`config.mk`:
```
export PLATFORM = sky130hd
export DESIGN_NAME = display_scan_ctrl
export DESIGN_NICKNAME = d
export VERILOG_FILES = /design/src/rtl/display_scan_ctrl.sv
export SDC_FILE = /design/constraint.sdc
export NUM_CORES = 1
export LEC_CHECK = 0
export ABC_AREA = 0
export BUFFER_PORTS_ARGS = -buffer_cell sky130_fd_sc_hd__buf_2
export CAP_MARGIN = 20
export CORE_MARGIN = 10
export CORE_UTILIZATION = 47
export CTS_CLUSTER_SIZE = 24
export DETAILED_ROUTE_END_ITERATION = 10
export PLACE_DENSITY = 0.7
export SLEW_MARGIN = 20
export SYNTH_ARGS = -nofsm -noshare
export SYNTH_HDL_FRONTEND = slang
export SYNTH_SLANG_ARGS = --single-unit
```
`constraint.sdc`:
```
create_clock -name clk -period 1.9 [get_ports clk]
set_input_delay 0.095 -clock clk [delete_from_list [all_inputs] [get_ports clk]]
set_output_delay 0.095 -clock clk [all_outputs]
set_load 0.02 [all_outputs]
```
`src/rtl/display_scan_ctrl.sv`:
```
// display_scan_ctrl: digit scan divider, frame-synchronous double buffer for
// hex/point/blank vectors, and per-digit blink generator for a 4-digit display.
module display_scan_ctrl #(
    parameter int unsigned SCAN_DIV     = 100000,
    parameter int unsigned BLINK_FRAMES = 64
) (
    input  logic        clk,
    input  logic        rst,
    input  logic [15:0] hexs_in,
    input  logic [3:0]  points_in,
    input  logic [3:0]  LEs_in,
    input  logic [3:0]  blink_in,
    input  logic        load,
    output logic [1:0]  scan,
    output logic [15:0] hexs,
    output logic [3:0]  points,
    output logic [3:0]  LEs,
    output logic        frame_start,
    output logic        pending
);

    localparam int unsigned DIV_W  = 32;
    localparam int unsigned FRM_W  = 16;
    localparam int unsigned HEX_W  = 16;
    localparam int unsigned DIG_N  = 4;

    localparam logic [DIV_W-1:0] DIV_LAST   = DIV_W'(SCAN_DIV - 1);
    localparam logic [FRM_W-1:0] FRAME_LAST = FRM_W'(BLINK_FRAMES - 1);

    logic [DIV_W-1:0] div_cnt;
    logic [FRM_W-1:0] frame_cnt;
    logic             blink_phase;

    logic [HEX_W-1:0] pend_hexs;
    logic [DIG_N-1:0] pend_points;
    logic [DIG_N-1:0] pend_les;
    logic [DIG_N-1:0] pend_blink;

    logic [DIG_N-1:0] shadow_les;
    logic [DIG_N-1:0] shadow_blink;

    logic tick;
    logic boundary;

    // Last cycle of a digit slot, and last cycle of a whole frame.
    assign tick     = (div_cnt == DIV_LAST);
    assign boundary = tick && (scan == 2'd3);

    // Clock divider producing the digit scan index.
    always_ff @(posedge clk) begin
        if (rst) begin
            div_cnt <= '0;
            scan    <= '0;
        end else if (tick) begin
            div_cnt <= '0;
            scan    <= scan + 2'd1;
        end else begin
            div_cnt <= div_cnt + DIV_W'(1);
        end
    end

    // Frame-start pulse: the first cycle of scan==0 in each new frame.
    always_ff @(posedge clk) begin
        if (rst) begin
            frame_start <= 1'b0;
        end else begin
            frame_start <= boundary;
        end
    end

    // Blink half-period counter in whole frames; phase only moves on a boundary.
    always_ff @(posedge clk) begin
        if (rst) begin
            frame_cnt   <= '0;
            blink_phase <= 1'b0;
        end else if (boundary) begin
            if (frame_cnt == FRAME_LAST) begin
                frame_cnt   <= '0;
                blink_phase <= ~blink_phase;
            end else begin
                frame_cnt <= frame_cnt + FRM_W'(1);
            end
        end
    end

    // Double buffer: loads park in the pending buffers until the frame boundary,
    // except a load on the boundary cycle itself, which goes straight through.
    always_ff @(posedge clk) begin
        if (rst) begin
            pend_hexs    <= '0;
            pend_points  <= '0;
            pend_les     <= '0;
            pend_blink   <= '0;
            pending      <= 1'b0;
            hexs         <= '0;
            points       <= '0;
            shadow_les   <= '1;
            shadow_blink <= '0;
        end else if (load) begin
            pend_hexs   <= hexs_in;
            pend_points <= points_in;
            pend_les    <= LEs_in;
            pend_blink  <= blink_in;
            if (boundary) begin
                pending      <= 1'b0;
                hexs         <= hexs_in;
                points       <= points_in;
                shadow_les   <= LEs_in;
                shadow_blink <= blink_in;
            end else begin
                pending <= 1'b1;
            end
        end else if (boundary && pending) begin
            pending      <= 1'b0;
            hexs         <= pend_hexs;
            points       <= pend_points;
            shadow_les   <= pend_les;
            shadow_blink <= pend_blink;
        end
    end

    // Blinking digits are blanked during the active blink phase.
    assign LEs = shadow_les | (shadow_blink & {DIG_N{blink_phase}});

endmodule
```
==> results.py, run 1 <==
metrics = {
    "run_status": {
        "outcome": "finished with violations",
        "violations": "setup timing",
    },
    "sta": {
        "setup_slack_ns": -0.01118,
        "worstMarginPinSlew_ns": 0.4954,
        "rsz0062_at_grt": "true",
        "slew_viol_final": 0,
        "final_hold_viol_count": 0,
        "finalSetupViolCount": 1,
        "period_minus_slack_ns": 1.911,
        "fmax_mhz": 523.2,
        "finClkSkew_ns": 0.01365,
        "min_period_over_period_pct": 100.6,
        "relSlewSlack_pct": 66.97,
    },
    "logic_synthesis": {
        "synth_async_sr_flop_share_pct": 0,
        "synth.top_cells.by_count": "109 x dfxtp_1, 75 x nor2_1, 65 x nand2_1",
        "synth_warnings": 0,
        "yosys.area.top_type": "dfxtp_1",
        "syn_inst": 505,
        "synth.avg_cell_area_um2": 9.076,
        "synth_area_leaders": "dfxtp_1 48%, xnor2_1 6.3%, nor2_1 6.1%",
        "synth_fp_nets": 539,
        "ys_seq_area_share_pct": 47.61,
        "synthDistinctLibCells": 37,
        "yosys_register_bits": 109,
        "synth-edff-count": 0,
        "synth_most_common_cell": "dfxtp_1",
        "synth_top_cell_area_share_pct": 47.61,
        "netlist_area_mm2": 0.004583,
        "synth_flop_cell": "dfxtp_1",
    },
    "place": {
        "finalWeightedCongestion": 0.7977,
        "portBuffers": 58,
        "dp_worst_setup_slack_ns": 0.07185,
        "dp_cells": 690,
        "dp_hpwl_mm": 6.879,
    },
    "pwr": {
        "peakVddDrop_v": 0.0004772,
        "total_power_w": 0.004057,
        "p_leak_nw": 2.256,
        "powerDensity_mw_per_mm2": 703.6,
    },
    "setup_path": {
        "cp-end-kind": "flip-flop",
        "r2r_cells": 6,
        "path_class": "reg2reg",
        "reg2reg_from": "div_cnt[21]",
        "critPathMaxFanout": 14,
        "cp-start-kind": "flip-flop",
        "cp-startpoint": "div_cnt[21]",
        "cp.arrival_ns": 2.15,
        "crit_required_ns": 2.14,
        "ff2ff_setup_slack_ns": -0.01,
    },
    "finish": {
        "multi_input_area_mm2": 0.002331,
        "seq_area_mm2": 0.002196,
        "nets": 632,
        "fin_util_pct": 61.52,
        "n_fill_cell": 796,
        "antennaDiodeCount": 0,
        "drive_gt1_share_pct": 23.05,
        "syn_to_final_growth_pct": 25.80,
        "layoutNonFillerInstCount": 732,
    },
    "route": {
        "ant_nets": 0,
        "top_layer": "met4",
        "drt-pass1-iter-count": 4,
        "drt-initial-drc-count": 358,
        "vias": 3810,
        "wirelength_mm": 10.99,
        "drcViolationCount": 0,
        "dr_wl_met2_mm": 5.436,
        "wl_met3_um": 375,
        "m1WireLength_mm": 5.037,
        "viasPerCell": 5.205,
        "post_drt_wl_per_cell_um": 15.01,
    },
    "floorplan": {
        "core_mm2": 0.009371,
        "start_util_pct": 48.91,
        "ios": 59,
        "rows": 35,
        "dieArea_mm2": 0.01410,
        "fp.dieW_um": 118.8,
        "die_h_um": 118.8,
    },
    "min_path": {
        "holdPathStages": 3,
        "min_from": "blink_in[1]",
        "hp-class": "in2reg",
    },
    "grt": {
        "grtUsageTotal_pct": 14.72,
        "grt_pass1_wl_mm": 17.68,
        "grt_pass1_vias": 3694,
        "antenna_found_initial": 0,
        "gr-total-overflow": 0,
        "grt_max_degree": 57,
    },
    "cts": {
        "clock-root-buffer": "clkbuf_8",
        "cts_tree": "built",
        "cts_max_path_buffers": 2,
        "cts_max_level": 3,
        "clk_latency_ns": 0.38,
        "path_clk_slew_ns": 0.10,
        "cts.sinks": 109,
        "cts_inserted_buffers": 9,
    },
    "flow_run": {
        "max-cap-violations": 0,
    },
}
## per-stage QoR
| stage | hold WS, ns | setup TNS (ns) | cell area [um2] |
|---|---|---|---|
| after floorplan | 0.1789 | 0 | 4607 |
| after global routing | 0.02086 | -0.6839 | 5766 |
| after global placement | 0.3694 | 0 | 5167 |
| final | 0.01719 | -0.01118 | 5766 |
| after detailed placement | 0.3802 | 0 | 5167 |
| after CTS | 0.0002671 | 0 | 5604 |
## sequential cells by signal (all words and copies together) (netlist names), 2 cells and up
name	flops
div_cnt	32
frame_cnt	16
hexs	16
pend_hexs	16
pend_blink	4
pend_les	4
pend_points	4
points	4
shadow_blink	4
shadow_les	4
scan	2
## timing repair
item                                    CTS  global route
endpoints found under the setup margin    0            32
gates resized for setup                   0            22
hold endpoints to repair                 22             0
hold buffers                             22             0
setup buffers                             0             2
## report_power, final
group	internal [W]	total (W)	switching, W	leakage, nW
Clock	0.000644	0.00148	0.000839	0.109
Sequential	0.00233	0.00234	0.0000176	0.888
Combinational	0.000111	0.000231	0.000120	1.26
Total	0.00308	0.00406	0.000976	2.26
## worst max-delay path, stage by stage (launching register included)
cell and delay, ns:
dfxtp_2 0.36, nor4_4 0.39, nand4b_4 0.17, nor4_4 0.35, buf_4 0.21, buf_12 0.15, o21ai_0 0.14
## cells in the final DEF (no fill, tap or decap), types with 3 or more instances in the layout
| master | n |
|---|---|
| nand3_1 | 12 |
| nor3_1 | 15 |
| and3_1 | 4 |
| mux2i_1 | 28 |
| a31oi_1 | 4 |
| a21oi_1 | 8 |
| a21o_1 | 4 |
| nor2_1 | 75 |
| dfxtp_2 | 5 |
| nor4_4 | 8 |
| o21ai_0 | 31 |
| buf_12 | 3 |
| dlygate4sd3_1 | 22 |
| inv_1 | 8 |
| nand4_1 | 17 |
| xnor2_1 | 33 |
| dfxtp_1 | 102 |
| xor2_1 | 8 |
| nor4_2 | 5 |
| and4_1 | 5 |
| or3_1 | 5 |
| nor4_1 | 11 |
| buf_2 | 58 |
| clkbuf_8 | 9 |
| buf_4 | 25 |
| nand2_1 | 65 |
## worst paths after layout
kind,endpoint
worst max-delay path,hexs[14]
worst min-delay path,pend_blink[1]
worst max register to register,hexs[14]
worst min register to register,points[1]
## area by class of cell
| class | instances | share of cell area [%] |
|---|---|---|
| clock buffer | 9 | 2.148 |
| clock inverter | 7 | 1.606 |
| inverter | 8 | 0.5208 |
| multi-input combinational | 358 | 40.43 |
| sequential | 109 | 38.09 |
| tap | 129 | 2.799 |
| timing repair buffer | 112 | 14.41 |
## per-layer routing
metal	vias up	global-route usage (%)
met2	73	24.76
met5	-	0
met1	1806	17.97
met4	0	4.198
met3	13	3.998
li1	1918	-
## cells by family after synthesis
family | share of synthesized area, %
AOI/OAI and AO/OA | 5.678
xor gates and xnor gates | 7.835
adders and majority gates | 0.8191
buffers and inverters | 3.877
DFF | 47.61
muxes | 6.115
and+or+nand+nor | 28.06
No activity file was read; power rests on OpenSTA's default activity.
==> run 2: changes to the inputs <==
- CORE_UTILIZATION: 47 -> 52
- MAX_ROUTING_LAYER: default -> met4
- PLACE_DENSITY: 0.7 -> 0.76
==> results.py, run 2 (synthesized netlist as in run 1, its figures left out) <==
metrics = {
    "run_status": {
        "outcome": "finished with violations",
        "violations": "setup timing",
    },
    "finish": {
        "largest-register": "div_cnt",
        "layoutNonFillerInstCount": 711,
        "n_fill_cell": 673,
        "nets": 632,
        "largest_reg_flops": 32,
        "antennaDiodeCount": 0,
        "syn_to_final_growth_pct": 25.17,
        "final_common_cell": "dfxtp_1",
        "final_cell_mix": "102 x dfxtp_1, 69 x nor2_1, 65 x nand2_1, 58 x buf_2, 33 x xnor2_1",
        "drive_gt1_share_pct": 25.70,
    },
    "floorplan": {
        "dieArea_mm2": 0.01297,
        "ios": 59,
        "fp.dieW_um": 113.9,
        "die_h_um": 113.9,
        "start_util_pct": 53.07,
        "core_mm2": 0.008636,
        "rows": 34,
    },
    "sta": {
        "setup_slack_ns": -0.03025,
        "worstMarginPinSlew_ns": 0.5121,
        "rsz0062_at_grt": "true",
        "fmax_mhz": 518.1,
        "min_period_over_period_pct": 101.6,
        "period_minus_slack_ns": 1.930,
        "slew_viol_final": 0,
        "final_hold_viol_count": 0,
        "relSlewSlack_pct": 65.83,
        "finClkSkew_ns": 0.01594,
        "finalSetupViolCount": 1,
    },
    "route": {
        "viasPerCell": 5.402,
        "drcViolationCount": 0,
        "wirelength_mm": 10.82,
        "vias": 3841,
        "drt-initial-drc-count": 290,
        "drt-pass1-iter-count": 5,
        "ant_nets": 0,
        "post_drt_wl_per_cell_um": 15.21,
    },
    "place": {
        "dp_cells": 672,
        "finalWeightedCongestion": 0.8894,
        "portBuffers": 58,
        "dp_worst_setup_slack_ns": 0.06198,
        "dp_hpwl_mm": 6.971,
    },
    "setup_path": {
        "cp.arrival_ns": 2.24,
        "path_class": "reg2reg",
        "critPathMaxFanout": 5,
        "cp-start-kind": "flip-flop",
        "cp-end-kind": "flip-flop",
        "crit_required_ns": 2.21,
    },
    "grt": {
        "gr-total-overflow": 0,
        "antenna_found_initial": 0,
        "grt_max_degree": 57,
        "grt_pass1_vias": 3665,
        "grtUsageTotal_pct": 16.30,
        "grt_pass1_wl_mm": 17.34,
    },
    "min_path": {
        "hp-class": "in2reg",
    },
    "pwr": {
        "clkPwrFrac_pct": 35.3,
        "p_leak_nw": 2.228,
        "internal_power_w": 0.002957,
        "p_sw_w": 0.001011,
        "sw_frac_of_total_pct": 25.47,
        "peakVddDrop_v": 0.0003935,
        "powerDensity_mw_per_mm2": 691.6,
        "total_power_w": 0.003968,
        "combPwrFrac_pct": 5.7,
        "seqPwrFrac_pct": 59.0,
    },
    "cts": {
        "cts_tree": "built",
        "clock-root-buffer": "clkbuf_8",
        "cts.sinks": 109,
        "cts_max_level": 3,
        "cts_max_path_buffers": 2,
        "clk_latency_ns": 0.38,
        "cts_inserted_buffers": 9,
        "path_clk_slew_ns": 0.11,
    },
    "flow_run": {
        "max-cap-violations": 0,
    },
}
-- run 2: per-layer routing --
metal | GRT usage, % | vias to the layer above | part of all wire [%]
met5 | - | - | 0
met3 | 4.094 | 20 | 5.2
li1 | - | 1928 | -
met4 | 6.349 | 0 | 2.1
met1 | 19.40 | 1797 | 44
met2 | 25.96 | 96 | 49
-- run 2: cell type report --
class / instances / area [um2] / share of cell area, %
Clock buffer: 9 / 123.9 / 2.159
Timing Repair Buffer: 112 / 810.8 / 14.13
Multi-Input combinational cell: 358 / 2359 / 41.11
Inverter: 8 / 30.03 / 0.5234
Clock inverter: 7 / 82.58 / 1.439
Tap cell: 108 / 135.1 / 2.356
Sequential cell: 109 / 2196 / 38.28
-- run 2: final timing paths --
check | startpoint | endpoint | slack [ns] | cells after the start
setup / recovery | frame_cnt[9] | blink_phase | -0.03 | 5
hold / removal | hexs_in[11] | pend_hexs[11] | 0.02 | 3
setup reg to reg | frame_cnt[9] | blink_phase | -0.03 | 5
hold reg to reg | points[1] | points[1] | 0.47 | 2
-- run 2: through the flow --
step	util [%]	instance area, um2	setup TNS (ns)	hold slack, ns
after global routing	66.43	5737	-1.855	0.01935
after CTS	63.89	5518	0	0.001858
after global placement	59.65	5151	0	0.3600
final	66.43	5737	-0.03025	0.01504
after floorplan	-	4607	0	0.1789
after detailed placement	59.65	5151	0	0.3793
-- run 2: worst max-delay path, stage by stage (launching register included) --
cell and delay [ns]:
dfxtp_2 0.35, or4_4 0.53, nor3_2 0.15, nand4_1 0.26, or3_1 0.42, a21oi_1 0.15
-- run 2: power by group through the flow --
stage	clock, W	combinational (W)	sequential (W)
2_1_floorplan	0	0.000118	0.00239
3_3_place_gp	0	0.000191	0.00239
3_5_place_dp	0	0.000196	0.00239
4_1_cts	0.00143	0.000223	0.00234
5_1_grt	0.00152	0.000250	0.00234
6_report	0.00140	0.000227	0.00234
-- run 2: repair_timing --
| action | CTS | global route |
|---|---|---|
| endpoints found under the setup margin | 0 | 34 |
| buffers inserted | 0 | 4 |
| hold buffers | 16 | 0 |
| hold endpoints to repair | 16 | 0 |
| resized for setup | 0 | 32 |
